==> src/rtl/shift_mux_pipe.sv <==
// -----------------------------------------------------------------------------
// shift_mux_pipe
//
// Pipelined barrel shifter / bit selector. A WIDTH-bit word is shifted by
// 0..WIDTH-1 positions in one of four modes; the full shifted word and its
// LSB (the selected bit) are presented on the output. The shift is split over
// SHW = log2(WIDTH) registered stages, stage k applying a shift of 2^k when
// bit k of the amount is set. Valid/ready handshakes on both sides; all
// stages advance together, so a stalled consumer freezes the whole pipe.
//
// Parameters
//   WIDTH     data width, power of two, >= 2
//   SHW       shift-amount width and stage count (derived, do not override)
//
// Ports
//   clk        in   1      rising-edge clock
//   rst        in   1      asynchronous active-high reset
//   in_valid   in   1      input word valid
//   in_ready   out  1      input accepted this cycle (combinational)
//   in_data    in   WIDTH  word to shift
//   in_amt     in   SHW    shift amount 0..WIDTH-1
//   in_mode    in   2      00 lsr, 01 lsl, 10 asr, 11 ror
//   out_valid  out  1      result valid
//   out_ready  in   1      consumer accepts the result
//   out_data   out  WIDTH  shifted word
//   out_bit    out  1      out_data[0]
// -----------------------------------------------------------------------------
module shift_mux_pipe #(
  parameter int WIDTH = 8,
  parameter int SHW   = $clog2(WIDTH)
) (
  input  logic             clk,
  input  logic             rst,
  input  logic             in_valid,
  output logic             in_ready,
  input  logic [WIDTH-1:0] in_data,
  input  logic [SHW-1:0]   in_amt,
  input  logic [1:0]       in_mode,
  output logic             out_valid,
  input  logic             out_ready,
  output logic [WIDTH-1:0] out_data,
  output logic             out_bit
);

  typedef enum logic [1:0] {
    MODE_LSR = 2'b00,
    MODE_LSL = 2'b01,
    MODE_ASR = 2'b10,
    MODE_ROR = 2'b11
  } mode_e;

  // Everything a word needs to finish its journey down the pipe. The sign
  // bit is the MSB of the original input word, so arithmetic fill stays
  // correct however the amount is decomposed.
  typedef struct packed {
    logic             valid;
    logic             sign;
    mode_e            mode;
    logic [SHW-1:0]   amt;
    logic [WIDTH-1:0] data;
  } stage_t;

  stage_t r_stage [SHW];  // registered stage contents
  stage_t w_src   [SHW];  // what each stage sees at its input
  stage_t w_next  [SHW];  // each stage input after its conditional shift
  logic   w_adv;

  // Shift by a fixed distance sh in the given mode. Indices are taken modulo
  // WIDTH through the SHW-bit cast, which is exact because WIDTH is a power
  // of two; the range tests pick fill bits where the source falls off.
  function automatic logic [WIDTH-1:0] shift_step(
    input logic [WIDTH-1:0] d,
    input int               sh,
    input mode_e            mode,
    input logic             sign
  );
    logic [WIDTH-1:0] res;
    logic [SHW-1:0]   idx_r;
    logic [SHW-1:0]   idx_l;
    res = '0;
    for (int i = 0; i < WIDTH; i++) begin
      idx_r = SHW'(i + sh);
      idx_l = SHW'(i - sh);
      case (mode)
        MODE_LSR: res[i] = (i + sh < WIDTH) ? d[idx_r] : 1'b0;
        MODE_LSL: res[i] = (i >= sh)        ? d[idx_l] : 1'b0;
        MODE_ASR: res[i] = (i + sh < WIDTH) ? d[idx_r] : sign;
        MODE_ROR: res[i] = d[idx_r];
        default:  res[i] = d[i];
      endcase
    end
    return res;
  endfunction

  // One global advance: the pipe moves only when the last stage is empty or
  // being drained, which gives full throughput without internal skid buffers.
  assign w_adv    = !r_stage[SHW-1].valid || out_ready;
  assign in_ready = w_adv;

  // Stage inputs. A bubble loads all zeros so idle stages carry no stale
  // payload; input fields are ignored unless a transfer happens.
  always_comb begin
    // NOTE: every variable written here gets a value on every path first,
    // otherwise the tool infers latches for the paths left unassigned.
    for (int k = 0; k < SHW; k++) begin
      w_src[k] = '0;
    end
    if (in_valid) begin
      w_src[0] = '{valid: 1'b1,
                   sign:  in_data[WIDTH-1],
                   mode:  mode_e'(in_mode),
                   amt:   in_amt,
                   data:  in_data};
    end
    for (int k = 1; k < SHW; k++) begin
      w_src[k] = r_stage[k-1];
    end
  end

  // Stage k consumes amount bit k and clears it, so the amount field holds
  // the remaining shift as the word travels.
  always_comb begin
    for (int k = 0; k < SHW; k++) begin
      w_next[k] = w_src[k];
      if (w_src[k].amt[k]) begin
        w_next[k].data   = shift_step(w_src[k].data, 1 << k,
                                      w_src[k].mode, w_src[k].sign);
        w_next[k].amt[k] = 1'b0;
      end
    end
  end

  always_ff @(posedge clk or posedge rst) begin
    if (rst) begin
      // NOTE: the datapath registers are reset along with the valid bits so
      // that out_data reads zero after reset rather than a stale word.
      for (int k = 0; k < SHW; k++) begin
        r_stage[k] <= '0;
      end
    end else if (w_adv) begin
      // NOTE: non-blocking assignment makes every stage sample the previous
      // stage's old value, which is what turns this loop into a pipeline.
      for (int k = 0; k < SHW; k++) begin
        r_stage[k] <= w_next[k];
      end
    end
  end

  assign out_valid = r_stage[SHW-1].valid;
  assign out_data  = r_stage[SHW-1].data;
  assign out_bit   = r_stage[SHW-1].data[0];

endmodule

==> config.mk <==
export PLATFORM = sky130hd
export DESIGN_NAME = shift_mux_pipe
export DESIGN_NICKNAME = d
export VERILOG_FILES = /design/src/rtl/shift_mux_pipe.sv
export SDC_FILE = /design/constraint.sdc
export NUM_CORES = 1
export LEC_CHECK = 0
export BUFFER_PORTS_ARGS = -buffer_cell sky130_fd_sc_hd__buf_2
export CAP_MARGIN = 20
export CORE_ASPECT_RATIO = 1.4
export CORE_MARGIN = 2
export CORE_UTILIZATION = 60
export DETAILED_ROUTE_END_ITERATION = 16
export PLACE_DENSITY_LB_ADDON = 0.2
export SYNTH_ARGS = -nofsm -noshare
export SYNTH_HDL_FRONTEND = slang
export SYNTH_SLANG_ARGS = --single-unit
==> constraint.sdc <==
create_clock -name clk -period 1.9 [get_ports clk]
set_input_delay 0.19 -clock clk [delete_from_list [all_inputs] [get_ports clk]]
set_output_delay 0.19 -clock clk [all_outputs]
set_load 0.005 [all_outputs]
==> results.json, run 1 <==
{
  "status": "complete, no violations",
  "die_w_um": 51.5,
  "tns_ps": 0,
  "start_kind": "register",
  "synth.area.top_cells": "dfrtp_1 47%, nand2_1 11%, o21ai_0 4.2%, o211ai_1 4.0%, buf_4 3.6%",
  "cts_tree": "built",
  "use_met2_pct": 44.4,
  "hold_violations": 0,
  "die_h_um": 70.6,
  "antennaDiodeCount": 0,
  "yosys.area.top_type": "dfrtp_1",
  "io_buffers": 27,
  "start_util_pct": 62.0,
  "slew_violations": 0,
  "dp_hpwl_um": 2620,
  "finClkSkew_ps": 4.21,
  "ys_warn_count": 0,
  "cts_buffers": 5,
  "pwr-share-seq_pct": 45.9,
  "grt_pass1_vias": 1487,
  "busiest_layer": "met2",
  "clockBufferDepth": 2,
  "grt_use_total_pct": 23.6,
  "synthToLayoutAreaGrowth_pct": 10.9,
  "cp.required_ps": 1710,
  "arrival_ps": 1470,
  "clk_latency_ps": 280,
  "core_area_um2": 3060,
  "ys.flop_type": "dfrtp_1",
  "yosysSeqAreaShare_pct": 47.5,
  "max_freq_ghz": 0.604,
  "netlist_instances": 209,
  "peakVddDrop_mv": 0.766,
  "crit_path_max_fanout": 24,
  "min_path_cells": 3,
  "netlist.area_leader.share_pct": 47.5,
  "max_slew.worst_pin.slew_ps": 452,
  "fin_crit_sh_pct": 87.2,
  "finalSetupViolations": 0,
  "postRouteAntennaNets": 0,
  "synth_edf_count": 0,
  "synth_nets": 226,
  "power.leakage_nw": 1.00,
  "power_density_nw_per_um2": 1220,
  "yosysMostFrequentCell": "nand2_1",
  "critical_path.reg2reg.endpoint": "r_stage[35]",
  "grt_max_degree": 38,
  "timing.critical_path.from": "out_valid",
  "dp_slack_ps": 548,
  "drive_gt1_share_pct": 20.3,
  "min_period_ps": 1660,
  "final_area_um2": 2100,
  "post_cts_buffers": 0,
  "cts_root_buf": "clkbuf_8",
  "synth.distinct_cells": 31,
  "reg2reg_depth": 5,
  "hp-start": "in_amt[1]",
  "ctsHoldBuffers": 1,
  "synth_common_cells": "55 x nand2_1, 36 x dfrtp_1, 16 x o21ai_0, 10 x o211ai_1",
  "p_switching_mw": 0.805,
  "pin_count": 28,
  "drc_errors": 0,
  "whs_ps": 147,
  "drt_iter0_markers": 48,
  "clkTransAtPathRegs_ps": 70,
  "avgSynthCellArea_um2": 9.08,
  "p_comb_share_pct": 26.1,
  "vias": 1549,
  "num_rows": 24,
  "placed_cell_area_um2": 1970,
  "setup_slack_ps": 243,
  "cts_sinks": 36,
  "cts_resized": 0,
  "wirelength_um": 3660,
  "finish.utilization_pct": 68.7,
  "via_per_inst": 5.82,
  "internal_power_mw": 1.76,
  "critPathKind": "reg2out",
  "antenna_found_initial": 0,
  "firstDrtPassIters": 5,
  "htreeDepth": 2,
  "relSlewSlack_pct": 69.8,
  "power_mw": 2.57,
  "place.gp.congestion": 0.813,
  "grt_use_met3_pct": 5.70,
  "synth_area_um2": 1900,
  "ys_seq_elements": 36,
  "clkPwrFrac_pct": 27.9,
  "critPathCapture": "in_ready",
  "met1_usage_pct": 24.7,
  "cap_viol_max_count": 0,
  "async_reset_ff_share_pct": 100,
  "rsz0062_at_grt": "no",
  "die-area_um2": 3640,
  "grt_pass1_wl_um": 6530,
  "routedWlPerCell_um": 13.8,
  "r2r_start": "out_valid",
  "dp.cells": 257,
  "switching_share_pct": 31.3,
  "hold_class": "in2reg",
  "worstSetupEndpointType": "output pin",
  "worst-r2r-setup-slack_ps": 540,
  "grt_overflow": 0,
  "final_nets": 243,
  "layout.cells.non_filler": 266
}
## power by group through the flow
stage	sequential, mW	clock (mW)	combinational (mW)
finish	1.18	0.718	0.672
global route	1.21	0.770	0.773
CTS	1.18	0.735	0.681
detailed placement	1.19	0	0.672
global placement	1.18	0	0.653
floorplan	1.14	0	0.606
## layer usage
metal	wire, µm	vias up
met4	74	0
met3	159	7
met1	1380	737
met2	2050	47
li1	-	758
met5	0	-
## sequential cells by signal (all words and copies together) (netlist names)
name and cells:
r_stage 27, out_valid 1, out_data 8
## worst min path at each step
stage                        endpoint  slack (ps)
after global placement      out_valid         300
after CTS                 r_stage[40]         130
after floorplan           r_stage[40]         330
after detailed placement  r_stage[39]         310
after global routing      r_stage[39]         160
final                     r_stage[39]         150
## final cells by class
class	count	area, µm²
clock inverters	1	30.0
clock buffers	7	96.3
well taps	39	48.8
repair buffers	31	168
fillers	246	958
flip-flops and latches	36	901
inverters	6	22.5
multi-input cells	146	838
## cells by family after synthesis
family / Yosys count / share of synthesized area (%)
buffers and inverters: 27 / 8.50
flip-flops: 36 / 47.5
AO/OA/AOI/OAI: 55 / 18.9
AND/OR/NAND/NOR: 85 / 21.8
multiplexers: 6 / 3.30
## cell usage in the layout, fill, tap and decap left out
master and n:
and3b_1 6, buf_4 3, dfrtp_1 36, a2bb2oi_1 1, nand2b_1 2, buf_2 27
o22ai_1 1, nor2b_1 5, o21a_1 1, mux2_2 2, and3_1 4, a221oi_1 2
nand3b_1 1, nand2b_4 1, a31oi_1 5, o211ai_1 10, bufinv_16 1, a41o_1 1
inv_1 5, o31ai_2 1, o21ai_0 16, clkbuf_8 7, inv_2 1, a211oi_1 7
dlygate4sd3_1 1, nor2b_4 1, a21oi_2 1, mux2i_1 4, nand2_1 55, o21ai_1 8
o221ai_1 1, nor2b_2 1, nand3_1 9
## worst max-delay path, stage by stage (launching register included)
cell and delay [ps]:
dfrtp_1 370, nor2b_2 160, inv_2 280, buf_4 240, buf_2 130
No activity file was read; power rests on OpenSTA's default activity.
==> inputs of run 2 (changes only) <==
--- a/config.mk
+++ b/config.mk
@@ -7,7 +7,7 @@
 export LEC_CHECK = 0
 export BUFFER_PORTS_ARGS = -buffer_cell sky130_fd_sc_hd__buf_2
 export CAP_MARGIN = 20
-export CORE_ASPECT_RATIO = 1.4
+export CORE_ASPECT_RATIO = 1.75
 export CORE_MARGIN = 2
 export CORE_UTILIZATION = 60
 export DETAILED_ROUTE_END_ITERATION = 16
==> results.json, run 2 (synthesis results as in run 1) <==
{
  "status": "complete, but fails checks",
  "final_common_cell": "nand2_1",
  "start_util_pct": 61.7,
  "drt_iter0_markers": 48,
  "relSlewSlack_pct": 70.1,
  "crit_path_max_incr_delay_ps": 370,
  "cts_resized": 0,
  "synthToLayoutAreaGrowth_pct": 8.70,
  "violations": "negative hold slack",
  "fin_crit_sh_pct": 80.1,
  "final_nets": 242,
  "power_mw": 2.42,
  "place.gp.congestion": 0.883,
  "mostFrequentLayoutCells": "55 x nand2_1, 36 x dfrtp_1, 27 x buf_2",
  "cp.required_ps": 1710,
  "grt_max_degree": 38,
  "grt_pass1_vias": 1469,
  "r2r_start": "out_valid",
  "max_slew.worst_pin.slew_ps": 448,
  "cap_viol_max_count": 0,
  "max_freq_ghz": 0.657,
  "via_per_inst": 5.73,
  "routedWlPerCell_um": 14.5,
  "htreeDepth": 2,
  "rsz0062_at_grt": "no",
  "dp_hpwl_um": 2920,
  "antennaDiodeCount": 0,
  "min_period_ps": 1520,
  "start_kind": "register",
  "core_area_um2": 3070,
  "arrival_ps": 1330,
  "cts_sinks": 36,
  "die_w_um": 46.5,
  "cts_tree": "built",
  "vias": 1541,
  "largest_reg_flops": 27,
  "power_density_nw_per_um2": 1170,
  "num_rows": 27,
  "firstDrtPassIters": 5,
  "slew_violations": 0,
  "critPathKind": "reg2out",
  "crit_path_max_fanout": 27,
  "peakVddDrop_mv": 0.810,
  "nFillCells": 264,
  "hold_violations": 5,
  "clk_latency_ps": 290,
  "top_register": "r_stage",
  "grt_use_total_pct": 24.3,
  "hold_class": "in2async",
  "clkTransAtPathRegs_ps": 70,
  "antenna_found_initial": 0,
  "worstSetupEndpointType": "output pin",
  "io_buffers": 27,
  "drive_gt1_share_pct": 19.5,
  "finClkSkew_ps": 6.80,
  "critPathBufInv": 2,
  "postRouteAntennaNets": 0,
  "drc_errors": 0,
  "path_cells": "nor2b_2 -> inv_2 -> buf_2",
  "ctsHoldBuffers": 0,
  "grt_overflow": 0,
  "cts_root_buf": "clkbuf_8",
  "critPathSlowestCell": "dfrtp_1",
  "timing.critical_path.from": "out_valid",
  "die_h_um": 78.4,
  "post_cts_buffers": 0,
  "cts_buffers": 5,
  "whs_ps": -0.709,
  "pin_count": 28,
  "tns_ps": 0,
  "die-area_um2": 3650,
  "power.leakage_nw": 0.980,
  "wirelength_um": 3910,
  "cpLargestDelayFamily": "buffers and inverters",
  "finalSetupViolations": 0,
  "grt_pass1_wl_um": 6380,
  "clockBufferDepth": 2
}
-- run 2: changes by cell type in the layout (fill, tap and decap cells not counted) --
cell / before / now
clkbuf_1: 0 / 2
bufinv_16: 1 / 0
clkbuf_8: 7 / 6
dlygate4sd3_1: 1 / 0
-- run 2: report_power, final --
| group | internal (mW) | switching, mW | leakage (nW) |
|---|---|---|---|
| clock | 0.295 | 0.254 | 0.0455 |
| combinational | 0.305 | 0.375 | 0.473 |
| sequential | 0.996 | 0.198 | 0.461 |
| total | 1.60 | 0.826 | 0.980 |
-- run 2: final timing paths --
kind | end | slack [ps] | cells after the start
setup / recovery | in_ready | 380 | 3
hold / removal | r_stage[19] | -0.7 | 3
setup reg to reg | r_stage[37] | 520 | 4
hold reg to reg | out_valid | 470 | 1
max in group asynchronous | r_stage[28] | 1580 | 3
min in group clk | r_stage[40] | 140 | 3
-- run 2: metal layers --
layer / GRT usage (%) / vias up / part of all wire, %
li1: - / 749 / -
met5: 0 / - / 0
met3: 4.60 / 14 / 3.1
met1: 24.2 / 734 / 36
met2: 43.5 / 44 / 57
met4: 13.4 / 0 / 4.0
-- run 2: worst register-to-register path: cells and delay by family (launching register included) --
family / cells / cell delay [ps]
AOI/OAI and AO/OA: 1 / 260
DFF: 1 / 370
buffers and inverters: 1 / 320
and+or+nand+nor: 2 / 340
-- run 2: per-stage QoR --
stage	utilization (%)	setup WS (ps)	instances	instance area, µm²
6_report	67.1	377	269	2060
5_1_grt	67.1	312	269	2060
4_1_cts	67.1	375	269	2060
3_5_place_dp	64.2	550	261	1970
3_3_place_gp	64.2	612	261	1970
2_1_floorplan	-	741	209	1900
-- run 2: final cells by class --
class	count	area (µm²)	area share (%)
clock buffers	8	90.1	4.37
inverters	6	22.5	1.09
well taps	43	53.8	2.61
multi-input cells	146	838	40.6
repair buffers	30	158	7.64
flip-flops and latches	36	901	43.7
